[config.mk]
export PLATFORM = sky130hd
export DESIGN_NAME = hazard_ctrl
export DESIGN_NICKNAME = d
export VERILOG_FILES = /design/src/rtl/hazard_ctrl_pkg.sv /design/src/rtl/hazard_match.sv /design/src/rtl/hazard_ctrl.sv
export SDC_FILE = /design/constraint.sdc
export NUM_CORES = 1
export LEC_CHECK = 0
export ABC_AREA = 1
export CORE_ASPECT_RATIO = 2
export CORE_MARGIN = 3
export CORE_UTILIZATION = 40
export DETAILED_ROUTE_END_ITERATION = 10
export HOLD_SLACK_MARGIN = 0.05
export PLACE_DENSITY = 0.7
export SLEW_MARGIN = 5
export SYNTH_ARGS = -nofsm -noshare
export SYNTH_HDL_FRONTEND = slang
export SYNTH_SLANG_ARGS = --single-unit
[constraint.sdc]
create_clock -name clk -period 2.1 [get_ports clk]
set_input_delay 0.315 -clock clk [delete_from_list [all_inputs] [get_ports clk]]
set_output_delay 0.315 -clock clk [all_outputs]
set_load 0.01 [all_outputs]
[src/rtl/hazard_ctrl_pkg.sv]
// Shared types and constants for the pipeline hazard controller.
package hazard_ctrl_pkg;

  typedef enum logic [1:0] {
    ST_RUN    = 2'd0,
    ST_STALL  = 2'd1,
    ST_FLUSH  = 2'd2,
    ST_FREEZE = 2'd3
  } hz_state_e;

  localparam logic [1:0] FWD_REG = 2'b00;
  localparam logic [1:0] FWD_MEM = 2'b01;
  localparam logic [1:0] FWD_WB  = 2'b10;

  localparam logic [31:0] NOP_INSTR = 32'h0000_0013;

endpackage

[src/rtl/hazard_match.sv]
// Source/producer comparator: a match needs a live read, a live write and rd != x0.
module hazard_match (
  input  logic [4:0] src,
  input  logic       use_src,
  input  logic [4:0] rd,
  input  logic       regwrite,
  output logic       match
);

  assign match = use_src && regwrite && (rd != 5'd0) && (rd == src);

endmodule

[src/rtl/hazard_ctrl.sv]
// Five-stage RV32 hazard controller: stall/flush/freeze/forward plus perf counters.
// Define HAZARD_FORWARD_EN to enable EX operand forwarding from MEM and WB.
module hazard_ctrl
  import hazard_ctrl_pkg::*;
#(
  parameter int CNT_W = 32
) (
  input  logic             clk,
  input  logic             rst,
  input  logic [4:0]       rs1_id,
  input  logic [4:0]       rs2_id,
  input  logic             use_rs1_id,
  input  logic             use_rs2_id,
  input  logic             is_branch_id,
  input  logic             redirect_id,
  input  logic [4:0]       rs1_ex,
  input  logic [4:0]       rs2_ex,
  input  logic [4:0]       rd_ex,
  input  logic             regwrite_ex,
  input  logic             memread_ex,
  input  logic [4:0]       rd_mem,
  input  logic             regwrite_mem,
  input  logic             memread_mem,
  input  logic [4:0]       rd_wb,
  input  logic             regwrite_wb,
  input  logic             dmem_busy,
  output logic             pc_en,
  output logic             if_id_en,
  output logic             if_id_flush,
  output logic             id_ex_bubble,
  output logic             ex_mem_en,
  output logic             mem_wb_en,
  output logic             pcsel_gate,
  output logic [1:0]       fwd_a,
  output logic [1:0]       fwd_b,
  output logic [1:0]       state_o,
  output logic [CNT_W-1:0] stall_cnt,
  output logic [CNT_W-1:0] flush_cnt,
  output logic [CNT_W-1:0] freeze_cnt,
  output logic [CNT_W-1:0] cycle_cnt
);

  logic rs1_ex_hit, rs1_mem_hit, rs1_wb_hit;
  logic rs2_ex_hit, rs2_mem_hit, rs2_wb_hit;
  logic branch_hit, data_stall;
  hz_state_e cls, state_q;

  hazard_match u_rs1_ex  (.src(rs1_id), .use_src(use_rs1_id), .rd(rd_ex),  .regwrite(regwrite_ex),  .match(rs1_ex_hit));
  hazard_match u_rs1_mem (.src(rs1_id), .use_src(use_rs1_id), .rd(rd_mem), .regwrite(regwrite_mem), .match(rs1_mem_hit));
  hazard_match u_rs1_wb  (.src(rs1_id), .use_src(use_rs1_id), .rd(rd_wb),  .regwrite(regwrite_wb),  .match(rs1_wb_hit));
  hazard_match u_rs2_ex  (.src(rs2_id), .use_src(use_rs2_id), .rd(rd_ex),  .regwrite(regwrite_ex),  .match(rs2_ex_hit));
  hazard_match u_rs2_mem (.src(rs2_id), .use_src(use_rs2_id), .rd(rd_mem), .regwrite(regwrite_mem), .match(rs2_mem_hit));
  hazard_match u_rs2_wb  (.src(rs2_id), .use_src(use_rs2_id), .rd(rd_wb),  .regwrite(regwrite_wb),  .match(rs2_wb_hit));

  // Branches compare in ID, so their operands must already be in the register file.
  assign branch_hit = is_branch_id &&
                      (rs1_ex_hit || rs1_mem_hit || rs1_wb_hit ||
                       rs2_ex_hit || rs2_mem_hit || rs2_wb_hit);

`ifdef HAZARD_FORWARD_EN
  logic load_use;
  logic a_mem_hit, a_wb_hit, b_mem_hit, b_wb_hit;
  logic unused_fwd;

  hazard_match u_a_mem (.src(rs1_ex), .use_src(1'b1), .rd(rd_mem), .regwrite(regwrite_mem), .match(a_mem_hit));
  hazard_match u_a_wb  (.src(rs1_ex), .use_src(1'b1), .rd(rd_wb),  .regwrite(regwrite_wb),  .match(a_wb_hit));
  hazard_match u_b_mem (.src(rs2_ex), .use_src(1'b1), .rd(rd_mem), .regwrite(regwrite_mem), .match(b_mem_hit));
  hazard_match u_b_wb  (.src(rs2_ex), .use_src(1'b1), .rd(rd_wb),  .regwrite(regwrite_wb),  .match(b_wb_hit));

  assign load_use   = !is_branch_id && memread_ex && (rs1_ex_hit || rs2_ex_hit);
  assign data_stall = branch_hit || load_use;

  // The younger MEM result wins over WB when both write the same register.
  assign fwd_a = a_mem_hit ? FWD_MEM : (a_wb_hit ? FWD_WB : FWD_REG);
  assign fwd_b = b_mem_hit ? FWD_MEM : (b_wb_hit ? FWD_WB : FWD_REG);

  assign unused_fwd = memread_mem;
`else
  logic any_hit;
  logic unused_fwd;

  // Without forwarding a consumer waits until its producer has written back.
  assign any_hit    = rs1_ex_hit || rs1_mem_hit || rs1_wb_hit ||
                      rs2_ex_hit || rs2_mem_hit || rs2_wb_hit;
  assign data_stall = branch_hit || (!is_branch_id && any_hit);

  assign fwd_a = FWD_REG;
  assign fwd_b = FWD_REG;

  assign unused_fwd = &{1'b0, rs1_ex, rs2_ex, memread_ex, memread_mem};
`endif

  // NOTE: every always_comb output gets a default first so no path can infer a latch.
  always_comb begin
    cls = ST_RUN;
    if (dmem_busy)        cls = ST_FREEZE;
    else if (data_stall)  cls = ST_STALL;
    else if (redirect_id) cls = ST_FLUSH;
  end

  always_comb begin
    pc_en        = 1'b1;
    if_id_en     = 1'b1;
    if_id_flush  = 1'b0;
    id_ex_bubble = 1'b0;
    ex_mem_en    = 1'b1;
    mem_wb_en    = 1'b1;
    pcsel_gate   = 1'b1;
    unique case (cls)
      ST_FREEZE: begin
        pc_en      = 1'b0;
        if_id_en   = 1'b0;
        ex_mem_en  = 1'b0;
        mem_wb_en  = 1'b0;
        pcsel_gate = 1'b0;
      end
      ST_STALL: begin
        pc_en        = 1'b0;
        if_id_en     = 1'b0;
        id_ex_bubble = 1'b1;
        pcsel_gate   = 1'b0;
      end
      ST_FLUSH: if_id_flush = 1'b1;
      default: ;
    endcase
  end

  function automatic logic [CNT_W-1:0] sat_inc(input logic [CNT_W-1:0] v);
    return (&v) ? v : v + {{(CNT_W-1){1'b0}}, 1'b1};
  endfunction

  // NOTE: sequential state uses non-blocking assignments so every register samples pre-edge values.
  always_ff @(posedge clk or negedge rst) begin
    if (!rst) begin
      state_q    <= ST_RUN;
      stall_cnt  <= '0;
      flush_cnt  <= '0;
      freeze_cnt <= '0;
      cycle_cnt  <= '0;
    end else begin
      state_q   <= cls;
      cycle_cnt <= sat_inc(cycle_cnt);
      if (cls == ST_STALL)  stall_cnt  <= sat_inc(stall_cnt);
      if (cls == ST_FLUSH)  flush_cnt  <= sat_inc(flush_cnt);
      if (cls == ST_FREEZE) freeze_cnt <= sat_inc(freeze_cnt);
    end
  end

  assign state_o = state_q;

endmodule
# Word level (Yosys, flattened, before mapping)
# Index checks and enable logic that the tools add are counted.
[op_classes]
addsub = 4
n_eq_ne = 9
muxes = 7
n_bitwise = 3
n_reduce_logical = 38
[op_table]
columns = ["operator", "count"]
rows = [
  ["adder 32 x 1 -> 32 bit (second input constant)", 4],
  ["AND reduction 32 bit", 4],
  ["== test 5 bit", 6],
  ["logical AND 1 bit", 20],
  ["nonzero test 5 bit", 3],
  ["logical OR 1 bit", 6],
  ["2-to-1 mux 2 bit", 3],
  ["AND reduction 2 bit", 3],
  ["== test 2 bit (second input constant)", 2],
  ["2-to-1 mux 1 bit", 4],
  ["NOT 1 bit", 3],
  ["== test 2 x 1 -> 1 bit (second input constant)", 1],
  ["OR reduction 2 bit", 1],
  ["logical NOT 1 bit", 1],
]
[word_totals]
register_bits = 130
in_bits = 47
output_inout_bits = 141
elab_cells = 66

# Logic depth before layout (Yosys ltp)
# Gate-level depths: netlist (run 1).
[logic_depth]
word_depth = 15
mapped_depth = 13
mapped_depth_nobuf = 12

# Hierarchy
# Synthesis (run 1) repeated with hierarchy kept, for this count alone.
[unflattened]
hier_cells = 1532
area_unflattened_um2 = 9205.1
[modules_own_cells]
columns = ["mod", "instances", "cells_each", "area_each_um2", "seq_area_each_um2"]
rows = [
  ["hazard_ctrl", 1, 1340, 8461.9, 3253.1],
  ["hazard_match", 6, 32, 123.9, 0.0],
]

# Least setup slack after synthesis (run 1)
# Ideal clock, no wire load.
[synth_path]
path_kind = "reg2reg"
start = "register freeze_cnt[0]"
end = "register freeze_cnt[28]"
setup_ps = 120
arrival_ps = 1680
slack_ps = 300
stages_incl_launch_ff = 12
synth_period_minus_slack_ps = 1800
path_cell_list = "dfrtp_1 > ha_1 > inv_1 > nor3_1 > nand2_1 > nor2_2 > nand3_1 > nand2_2 > inv_2 > buf_6 > nand2_1 > o21ai_2"
[synth_via]
elab_chain_cells = 3
[synth_rtl]
columns = ["item", "line_no", "rtl"]
rows = [
  ["start: declaration", "hazard_ctrl.sv:39", "output logic [CNT_W-1:0] freeze_cnt,"],
  ["start signal: assignment", "hazard_ctrl.sv:145", "if (cls == ST_FREEZE) freeze_cnt <= sat_inc(freeze_cnt);"],
  ["parallel branches: the longest is 3 deep, another holds adder 32 x 1 -> 32 bit", "-", ""],
]
# Parallel ways; which one is timed is not known.
# A chain may end at the register's enable or synchronous reset.

# Final worst setup path (run 1)
[layout_path]
start = "input rd_mem[3]"
end = "output id_ex_bubble"
[layout_via]
elab_chain_cells = 14
[layout_rtl]
columns = ["item", "line_no", "rtl"]
rows = [
  ["start: declaration", "hazard_ctrl.sv:21", "input logic [4:0] rd_mem,"],
  ["nonzero test 5 bit", "hazard_match.sv:10", "assign match = use_src && regwrite && (rd != 5'd0) && (rd == src);"],
  ["logical AND 1 bit (2 in a row)", "hazard_match.sv:10", ""],
  ["logical OR 1 bit (3 in a row)", "hazard_ctrl.sv:57, hazard_ctrl.sv:83", ""],
  ["logical OR 1 bit * (2 in a row)", "hazard_ctrl.sv:58, hazard_ctrl.sv:84", ""],
  ["logical AND 1 bit, on equally long branches", "hazard_ctrl.sv:56, hazard_ctrl.sv:85", ""],
  ["logical OR 1 bit *", "hazard_ctrl.sv:85", "assign data_stall = branch_hit || (!is_branch_id && any_hit);"],
  ["2-to-1 mux 2 bit *", "hazard_ctrl.sv:97", "else if (data_stall) cls = ST_STALL;"],
  ["2-to-1 mux 2 bit *", "hazard_ctrl.sv:96", "if (dmem_busy) cls = ST_FREEZE;"],
  ["== test 2 x 1 -> 1 bit *", "hazard_ctrl.sv:109", "unique case (cls)"],
  ["2-to-1 mux 1 bit *", "hazard_ctrl.sv:109", ""],
  ["end: declaration", "hazard_ctrl.sv:30", "output logic id_ex_bubble,"],
]
# Every way passes the cells marked *; elsewhere a longest branch is shown, timed or not.

==> results of run 1 <==
[routing by layer]
layer  GRT usage [%]  routed length, um
met2           50.10              17510
met1           24.73              10710
met3           4.694               1213
met5               0                  0
met4           15.92               2022
[registers in the layout, indices dropped and copies added (netlist names)]
signal / flops
stall_cnt: 32
state_o: 2
freeze_cnt: 32
cycle_cnt: 32
flush_cnt: 32
[power groups by stage]
stage / Combinational [mW] / Clock [mW] / Sequential, mW
after CTS: 1.49 / 3.16 / 2.83
after global placement: 1.47 / 0 / 2.86
after global routing: 1.63 / 3.26 / 2.85
after detailed placement: 1.48 / 0 / 2.87
final: 1.49 / 3.11 / 2.83
after floorplan: 0.552 / 0 / 2.95
[logic make-up (layout without fill, tap and decap cells)]
kind of cell / Yosys count / count (layout) / synth area share, %
other: 1 / 4 / 0.04231
adders and majority gates: 4 / 4 / 0.5648
DFF: 130 / 130 / 36.71
AOI/OAI and AO/OA: 30 / 30 / 1.977
buffers and inverters: 159 / 417 / 7.935
xor gates and xnor gates: 102 / 102 / 10.08
and+or+nand+nor: 877 / 877 / 42.69
[area by class of cell]
type | instances | area, um2
multi-input combinational | 1017 | 5055
inverter | 126 | 481.7
sequential | 130 | 3253
tap | 273 | 341.6
fill | 2146 | 9509
timing repair buffer | 259 | 2427
clock inverter | 12 | 156.4
clock buffer | 20 | 456.7
[per-stage QoR]
stage	worst slack, ns	hold WS (ns)	util [%]	cells	cell area, um2
after floorplan	0.3000	0.01941	-	1306	8874
after global placement	-0.8240	0.3078	52.52	1799	11390
after detailed placement	-0.7980	0.3079	52.52	1799	11390
after CTS	0.0008530	0.4215	55.80	1836	12100
after global routing	0.002924	0.4547	56.14	1837	12170
final	0.05037	0.4074	56.14	1837	12170
[cell usage in the layout, fill, tap and decap left out, types with 10 or more instances in the layout]
cell             instances
nand2_1                477
clkbuf_16               17
nor4_1                  10
dfrtp_1                130
inv_2                   20
clkdlybuf4s50_1        134
dlygate4sd2_1           14
nand2_2                 15
xor2_1                  70
nor2_2                  14
nor2_1                 139
inv_1                  103
nand3_1                 66
xnor2_1                 32
o21ai_0                 15
nand4_1                 65
nor3_1                  57
buf_4                   79
[worst paths after layout]
path                                            start                         end  slack (ns)  depth (start not counted)
min in group clk           freeze_cnt[31]$_DFFE_PN0P_  freeze_cnt[31]$_DFFE_PN0P_        0.51                          2
max reg2reg                 stall_cnt[15]$_DFFE_PN0P_   stall_cnt[18]$_DFFE_PN0P_        0.20                          7
min reg2reg                freeze_cnt[31]$_DFFE_PN0P_  freeze_cnt[31]$_DFFE_PN0P_        0.51                          2
min                                               rst   stall_cnt[27]$_DFFE_PN0P_        0.41                          2
max                                         rd_mem[3]                id_ex_bubble        0.05                         13
max in group asynchronous                         rst  freeze_cnt[14]$_DFFE_PN0P_        1.04                          3
[what timing repair did]
action / in CTS / in global routing
gates resized for setup: 119 / 30
setup endpoints to repair: 37 / 46
hold buffers: 1 / 0
endpoints found under the hold margin: 47 / 0
buffers inserted: 4 / 1
pin swaps: 19 / 14
==> results.toml, run 1 <==
[outcome]
status = "complete, no violations"

[grt]
antenna_found_initial = 0
grtUsageTotal_pct = 25.93
grt_pass1_vias = 9624
grt_pass1_wl_um = 49420
grt_overflow = 0
grt_max_degree = 50

[yosys]
synth.area.top_cells = "dfrtp_1 (37%), nand2_1 (21%), xor2_1 (6.9%), nor2_1 (6.6%), inv_1 (5.2%)"
synth_area_um2 = 8862
async_flop_share_pct = 100.0
synthesis.instances = 1303
yosysMostFrequentCell = "nand2_1"
yosys.area.top_type = "dfrtp_1"
synth_cell_types = 34
synth-edff-count = 0
synth_warnings = 0
yosysSeqAreaShare_pct = 36.71
synth_ff_type = "dfrtp_1"
syn_avg_cell_area_um2 = 6.801
synth.ff_latch_count = 130
synth_common_cells = "nand2_1 (490), nor2_1 (155), dfrtp_1 (130)"
synth_top_area_share_pct = 36.71

[cts]
cts_sinks = 130
cts.reportedPaths.clkPinSlew_ns = 0.06
cts_tree = "built"
clockRootBuffer = "clkbuf_16"
clk_latency_ns = 0.43
cts-htree-levels = 4
cts_buffers = 17
clock_path_buffers = 2

[die]
rows = 76
core_area_um2 = 21680
initial_core_util_pct = 40.88
fp.dieH_um = 216.5
die_w_um = 111.3
ios = 188
die-area_um2 = 24090

[pwr]
pwr-share-comb_pct = 20.1
switching_share_pct = 29.03
power.total_mw = 7.434
p_sw_mw = 2.158
pwr-share-seq_pct = 38.1
p_leak_nw = 5.684
internal-power_mw = 5.276
powerDensity_nw_per_um2 = 610.8
clkPwrFrac_pct = 41.8
ir_drop_mv = 0.5028

[sta]
post-route-period-util_pct = 97.60
fin_skew_ns = 0.008512
max_freq_mhz = 487.9
layout_min_cycle_time_ns = 2.050
final.setup.tns_ns = 0
max_slew_margin_pct = 64.77
finalMaxSlewViolations = 0
setup_viol = 0
tightest_slew_ns = 0.5245
finalHoldViolations = 0
rsz0062_at_grt = "no"

[detailed_routing]
drc = 0
wl_per_cell_um = 17.12
drtPass1Iterations = 6
avgViaCountPerCell = 5.180
postRouteWirelength_um = 31460
drt_iter0_drc = 374
ant_nets = 0
dr_total_vias = 9515

[finish]
diodes = 0
drive_gt1_share_pct = 13.87
nNetsFinal = 1602
syn2layout_area_growth_pct = 37.34

[worst_setup_path]
crit_slowest_cell = "clkdlybuf4s15_1"
critPathMaxFanout = 2
arrival_ns = 1.73
cp_top_family = "simple AND/OR/NAND/NOR gates"
required_ns = 1.78
cpPeakStageDelay_ns = 0.20
crit_chain = "clkdlybuf4s15_1 -> buf_4 -> nand2_1 -> nand2_1 -> nor2_2 -> nand2_1 -> buf_4 -> inv_1 -> nand2_2 -> nand3_2 -> nor2_4 -> nor2_4 -> buf_6"
crit_type = "primary input to output port"
start_kind = "primary input"
crit_top_cell = "nand2_1"
cp.buffers_inverters = 5
end_kind = "output port"

[placed_design]
place.gp.congestion = 0.9834
hpwl_um = 24880
port_buffers = 170

[flow_run]
cap_violations = 0

[worst_hold_path]
hp-class = "primary input to async pin"
(Power assumes the default switching activity.)
==> run 2, diff against run 1 <==
--- a/config.mk
+++ b/config.mk
@@ -16,3 +16,4 @@
 export SYNTH_ARGS = -nofsm -noshare
 export SYNTH_HDL_FRONTEND = slang
 export SYNTH_SLANG_ARGS = --single-unit
+export TNS_END_PERCENT = 20
==> results.toml, run 2 (synthesis gave the netlist of run 1 again) <==
[worst_setup_path]
arrival_ns = 1.74
required_ns = 1.78
critPathMaxFanout = 2
r2r-end = "freeze_cnt[11]$_DFFE_PN0P_"
startpoint = "rd_mem[3]"
crit_type = "primary input to output port"
worstRegToRegCells = 10
end_kind = "output port"
r2r_start = "freeze_cnt[0]$_DFFE_PN0P_"
cp-endpoint = "id_ex_bubble"
reg2reg_slack_ns = 0.18
start_kind = "primary input"

[detailed_routing]
route.met2.wl_um = 17500
avgViaCountPerCell = 5.186
highest_layer = "met4"
postRouteWirelength_um = 31520
drt_iter0_drc = 345
ant_nets = 0
wl_met3_um = 1244
dr_total_vias = 9526
drc = 0
drtPass1Iterations = 4
routedLengthMet1_um = 10740
wl_per_cell_um = 17.16

[finish]
stdcell_count = 1837
finalInstanceArea_um2 = 12170
syn2layout_area_growth_pct = 37.32
nNetsFinal = 1602
drive_gt1_share_pct = 13.87
diodes = 0
final_cell_mix = "nand2_1 (477), nor2_1 (139), clkdlybuf4s50_1 (134)"
mostFrequentLayoutCell = "nand2_1"

[sta]
rsz0062_at_grt = "yes"
finalHoldViolations = 0
final.setup.tns_ns = 0
whs_ns = 0.4060
finalMaxSlewViolations = 0
tightest_slew_ns = 0.5023
fin_skew_ns = 0.008543
post-route-period-util_pct = 97.69
max_freq_mhz = 487.4
max_slew_margin_pct = 66.26
layout_min_cycle_time_ns = 2.052
setup_viol = 0

[placed_design]
place.gp.congestion = 0.9834
dp_cells = 1799
placed_cell_area_um2 = 11390
hpwl_um = 24880
port_buffers = 170

[outcome]
status = "complete, no violations"

[cts]
clockRootBuffer = "clkbuf_16"
cts_buffers = 17
clk_latency_ns = 0.43
cts-htree-levels = 4
cts_sinks = 130
cts_tree = "built"
clock_path_buffers = 2
cts.reportedPaths.clkPinSlew_ns = 0.06

[flow_run]
cap_violations = 0

[die]
die-area_um2 = 24090
initial_core_util_pct = 40.88
core_area_um2 = 21680
ios = 188
fp.dieH_um = 216.5
rows = 76
die_w_um = 111.3

[pwr]
p_leak_nw = 5.684
power.total_mw = 7.436
powerDensity_nw_per_um2 = 611.1
ir_drop_mv = 0.5017

[grt]
grt_max_degree = 50
antenna_found_initial = 0
grt_pass1_vias = 9624
grtUsageTotal_pct = 25.93
grt_pass1_wl_um = 49420
grt_overflow = 0

[worst_hold_path]
hp-class = "primary input to async pin"
==> run 2: cell counts in the layout (fill, tap and decap cells not counted) <==
No cell type changed its count.
==> run 2: timing repair <==
action,4_1_cts,5_1_grt
setup buffers,4,1
hold buffers,1,0
endpoints found under the setup margin,37,46
hold endpoints to repair,47,0
pin swaps,19,14
resized for setup,119,28
==> run 2: area by class of cell <==
cell class                 count  area [um2]
inverter                     126       479.2
timing repair buffer         259        2427
tap                          273       341.6
multi-input combinational   1017        5055
clock buffer                  20       456.7
fill                        2145        9512
sequential                   130        3253
clock inverter                12       156.4
==> run 2: layer usage <==
layer,up-vias,GRT usage (%)
met5,-,0
met4,0,15.92
met3,110,4.694
met2,312,50.10
met1,4466,24.73
li1,4638,-
==> run 2: worst max-delay path: stages <==
cell	delay [ns]
clkdlybuf4s15_1	0.20
buf_4	0.14
nand2_1	0.07
nand2_1	0.06
nor2_2	0.16
nand2_1	0.12
buf_4	0.14
inv_1	0.05
nand2_2	0.06
nand3_2	0.08
nor2_4	0.05
nor2_4	0.16
buf_6	0.13
==> run 2: worst min path at each step <==
stage | slack [ns] | start | cells after the start | to
floorplan | 0.02 | rst | 0 | cycle_cnt[0]$_DFFE_PN0N_
global placement | 0.31 | rst | 1 | stall_cnt[27]$_DFFE_PN0P_
detailed placement | 0.31 | rst | 1 | stall_cnt[27]$_DFFE_PN0P_
CTS | 0.42 | rst | 2 | stall_cnt[27]$_DFFE_PN0P_
global route | 0.45 | rst | 2 | stall_cnt[27]$_DFFE_PN0P_
finish | 0.41 | rst | 2 | stall_cnt[27]$_DFFE_PN0P_
==> run 2: metrics by stage <==
stage,setup slack [ns],util (%)
3_5_place_dp,-0.7980,52.52
6_report,0.04846,56.13
2_1_floorplan,0.3000,-
4_1_cts,0.0008530,55.80
5_1_grt,-0.01040,56.13
3_3_place_gp,-0.8240,52.52
==> run 2: report_power, final <==
| part | switching (mW) | internal (mW) | total, mW |
|---|---|---|---|
| Clock | 1.18 | 1.93 | 3.11 |
| Combinational | 0.807 | 0.688 | 1.49 |
| Sequential | 0.170 | 2.66 | 2.83 |
| Total | 2.16 | 5.28 | 7.44 |
==> run 3, diff against run 2 <==
--- a/config.mk
+++ b/config.mk
@@ -6,11 +6,11 @@
 export NUM_CORES = 1
 export LEC_CHECK = 0
 export ABC_AREA = 1
-export CORE_ASPECT_RATIO = 2
+export CORE_ASPECT_RATIO = 0.5
 export CORE_MARGIN = 3
 export CORE_UTILIZATION = 40
 export DETAILED_ROUTE_END_ITERATION = 10
-export HOLD_SLACK_MARGIN = 0.05
+export HOLD_SLACK_MARGIN = 0.02
 export PLACE_DENSITY = 0.7
 export SLEW_MARGIN = 5
 export SYNTH_ARGS = -nofsm -noshare
==> results.toml, run 3 (synthesis gave the netlist of run 1 again) <==
[sta]
layout_min_cycle_time_ns = 2.048
setup_viol = 0
max_freq_mhz = 488.2
finalHoldViolations = 0
whs_ns = 0.3820
finalMaxSlewViolations = 0
max_slew_margin_pct = 66.03
fin_skew_ns = 0.008154
post-route-period-util_pct = 97.54
tightest_slew_ns = 0.5049

[pwr]
clkPwrFrac_pct = 42.0
p_sw_mw = 2.065
powerDensity_nw_per_um2 = 616.9
pwr-share-comb_pct = 19.2
internal-power_mw = 5.253
p_leak_nw = 5.578
ir_drop_mv = 0.6119
switching_share_pct = 28.21
pwr-share-seq_pct = 38.8
power.total_mw = 7.318

[outcome]
status = "complete, no violations"

[detailed_routing]
ant_nets = 0
avgViaCountPerCell = 5.127
drc = 0
postRouteWirelength_um = 27950
dr_total_vias = 9403
wl_per_cell_um = 15.24
drtPass1Iterations = 6
drt_iter0_drc = 950

[worst_hold_path]
hp-class = "primary input to async pin"

[cts]
clock_path_buffers = 2
clk_latency_ns = 0.43
cts.reportedPaths.clkPinSlew_ns = 0.06
cts_sinks = 130
cts-htree-levels = 4
cts_buffers = 17
clockRootBuffer = "clkbuf_16"
cts_tree = "built"

[worst_setup_path]
critPathMaxFanout = 3
required_ns = 1.78
end_kind = "output port"
start_kind = "primary input"
r2r_start = "flush_cnt[1]$_DFFE_PN0P_"
worstRegToRegCells = 10
crit_type = "primary input to output port"
arrival_ns = 1.73
reg2reg_slack_ns = 0.18
r2r-end = "flush_cnt[19]$_DFFE_PN0P_"

[placed_design]
port_buffers = 170
hpwl_um = 21420
placed_cell_area_um2 = 11210
place.gp.congestion = 0.9761
dp_cells = 1793

[finish]
final_cell_mix = "nand2_1 (485), nor2_1 (146), clkdlybuf4s50_1 (134)"
stdcell_count = 1834
mostFrequentLayoutCell = "nand2_1"
drive_gt1_share_pct = 12.27
syn2layout_area_growth_pct = 33.86
finalInstanceArea_um2 = 11860
nNetsFinal = 1579

[grt]
use_met2_pct = 37.42
use_met3_pct = 4.518
antenna_found_initial = 2
grtUsageTotal_pct = 23.28
grt_max_degree = 46
grt_overflow = 0
grtUsageMet1_pct = 31.57
top_usage_layer = "met2"
grt_pass1_wl_um = 46150
grt_pass1_vias = 8970

[die]
die_w_um = 216.5
rows = 37
initial_core_util_pct = 41.89
core_area_um2 = 21160
fp.dieH_um = 111.3
die-area_um2 = 24090
ios = 188

[flow_run]
cap_violations = 0
==> run 3: cell types whose count changed in the layout (fill, tap and decap cells not counted), moves of 6 or more <==
cell             previous run  this run
nand2_1                   477       485
nor2_1                    139       146
nand2_2                    15         7
dlygate4sd2_1              14         6
clkbuf_2                    1        16
clkdlybuf4s15_2             6         0
buf_4                      79        59
==> run 3: stage by stage <==
step              TNS [ns]  worst slack, ns  utilization [%]
3_5_place_dp        -20.26          -0.6110            52.98
3_3_place_gp        -19.89          -0.6069            52.98
6_report                 0          0.05173            56.07
5_1_grt        -0.00003797      -0.00003797            56.07
4_1_cts           -0.02761         -0.02761            55.99
2_1_floorplan            0           0.3000                -
==> run 3: timing repair <==
| action | 4_1_cts | 5_1_grt |
|---|---|---|
| resized for setup | 69 | 68 |
| gates cloned | 0 | 0 |
| endpoints found under the setup margin | 10 | 38 |
| hold buffers | 1 | 0 |
| endpoints found under the hold margin | 41 | 0 |
| pin swaps | 8 | 20 |
| buffers inserted | 5 | 2 |
==> run 3: worst max path at each step <==
stage / start / to / slack, ns / cells past startpoint
2_1_floorplan: freeze_cnt[0]$_DFFE_PN0P_ / freeze_cnt[28]$_DFFE_PN0P_ / 0.30 / 11
3_3_place_gp: rd_ex[4] / if_id_en / -0.61 / 11
3_5_place_dp: rd_ex[2] / if_id_en / -0.61 / 11
4_1_cts: regwrite_ex / pcsel_gate / -0.03 / 12
5_1_grt: rd_mem[4] / if_id_flush / -0.00004 / 13
6_report: dmem_busy / ex_mem_en / 0.05 / 4
==> run 3: layer usage <==
| metal | wire (um) | share of wire (%) | up-vias |
|---|---|---|---|
| met2 | 13040 | 47 | 351 |
| met1 | 12440 | 45 | 4412 |
| met4 | 558 | 2.0 | 0 |
| met3 | 1907 | 6.8 | 45 |
| met5 | 0 | 0 | - |
| li1 | - | - | 4595 |
==> run 3: critical path, stage by stage <==
cell             delay, ns
clkdlybuf4s50_1       0.52
buf_4                 0.21
inv_1                 0.13
clkdlybuf4s50_1       0.56
==> run 3: final cells by class <==
cell class | count | area [um2]
fill | 2070 | 9294
multi-input combinational | 1017 | 4996
sequential | 130 | 3254
timing repair buffer | 236 | 2162
inverter | 126 | 475.5
clock buffer | 22 | 474.2
tap | 292 | 365.4
clock inverter | 9 | 130.1
antenna | 2 | 5.005
==> run 3: power groups by stage <==
| stage | combinational, mW | sequential, mW | clock (mW) |
|---|---|---|---|
| floorplan | 0.552 | 2.95 | 0 |
| global placement | 1.36 | 2.87 | 0 |
| detailed placement | 1.39 | 2.88 | 0 |
| CTS | 1.40 | 2.83 | 3.14 |
| global route | 1.53 | 2.86 | 3.27 |
| finish | 1.41 | 2.84 | 3.07 |
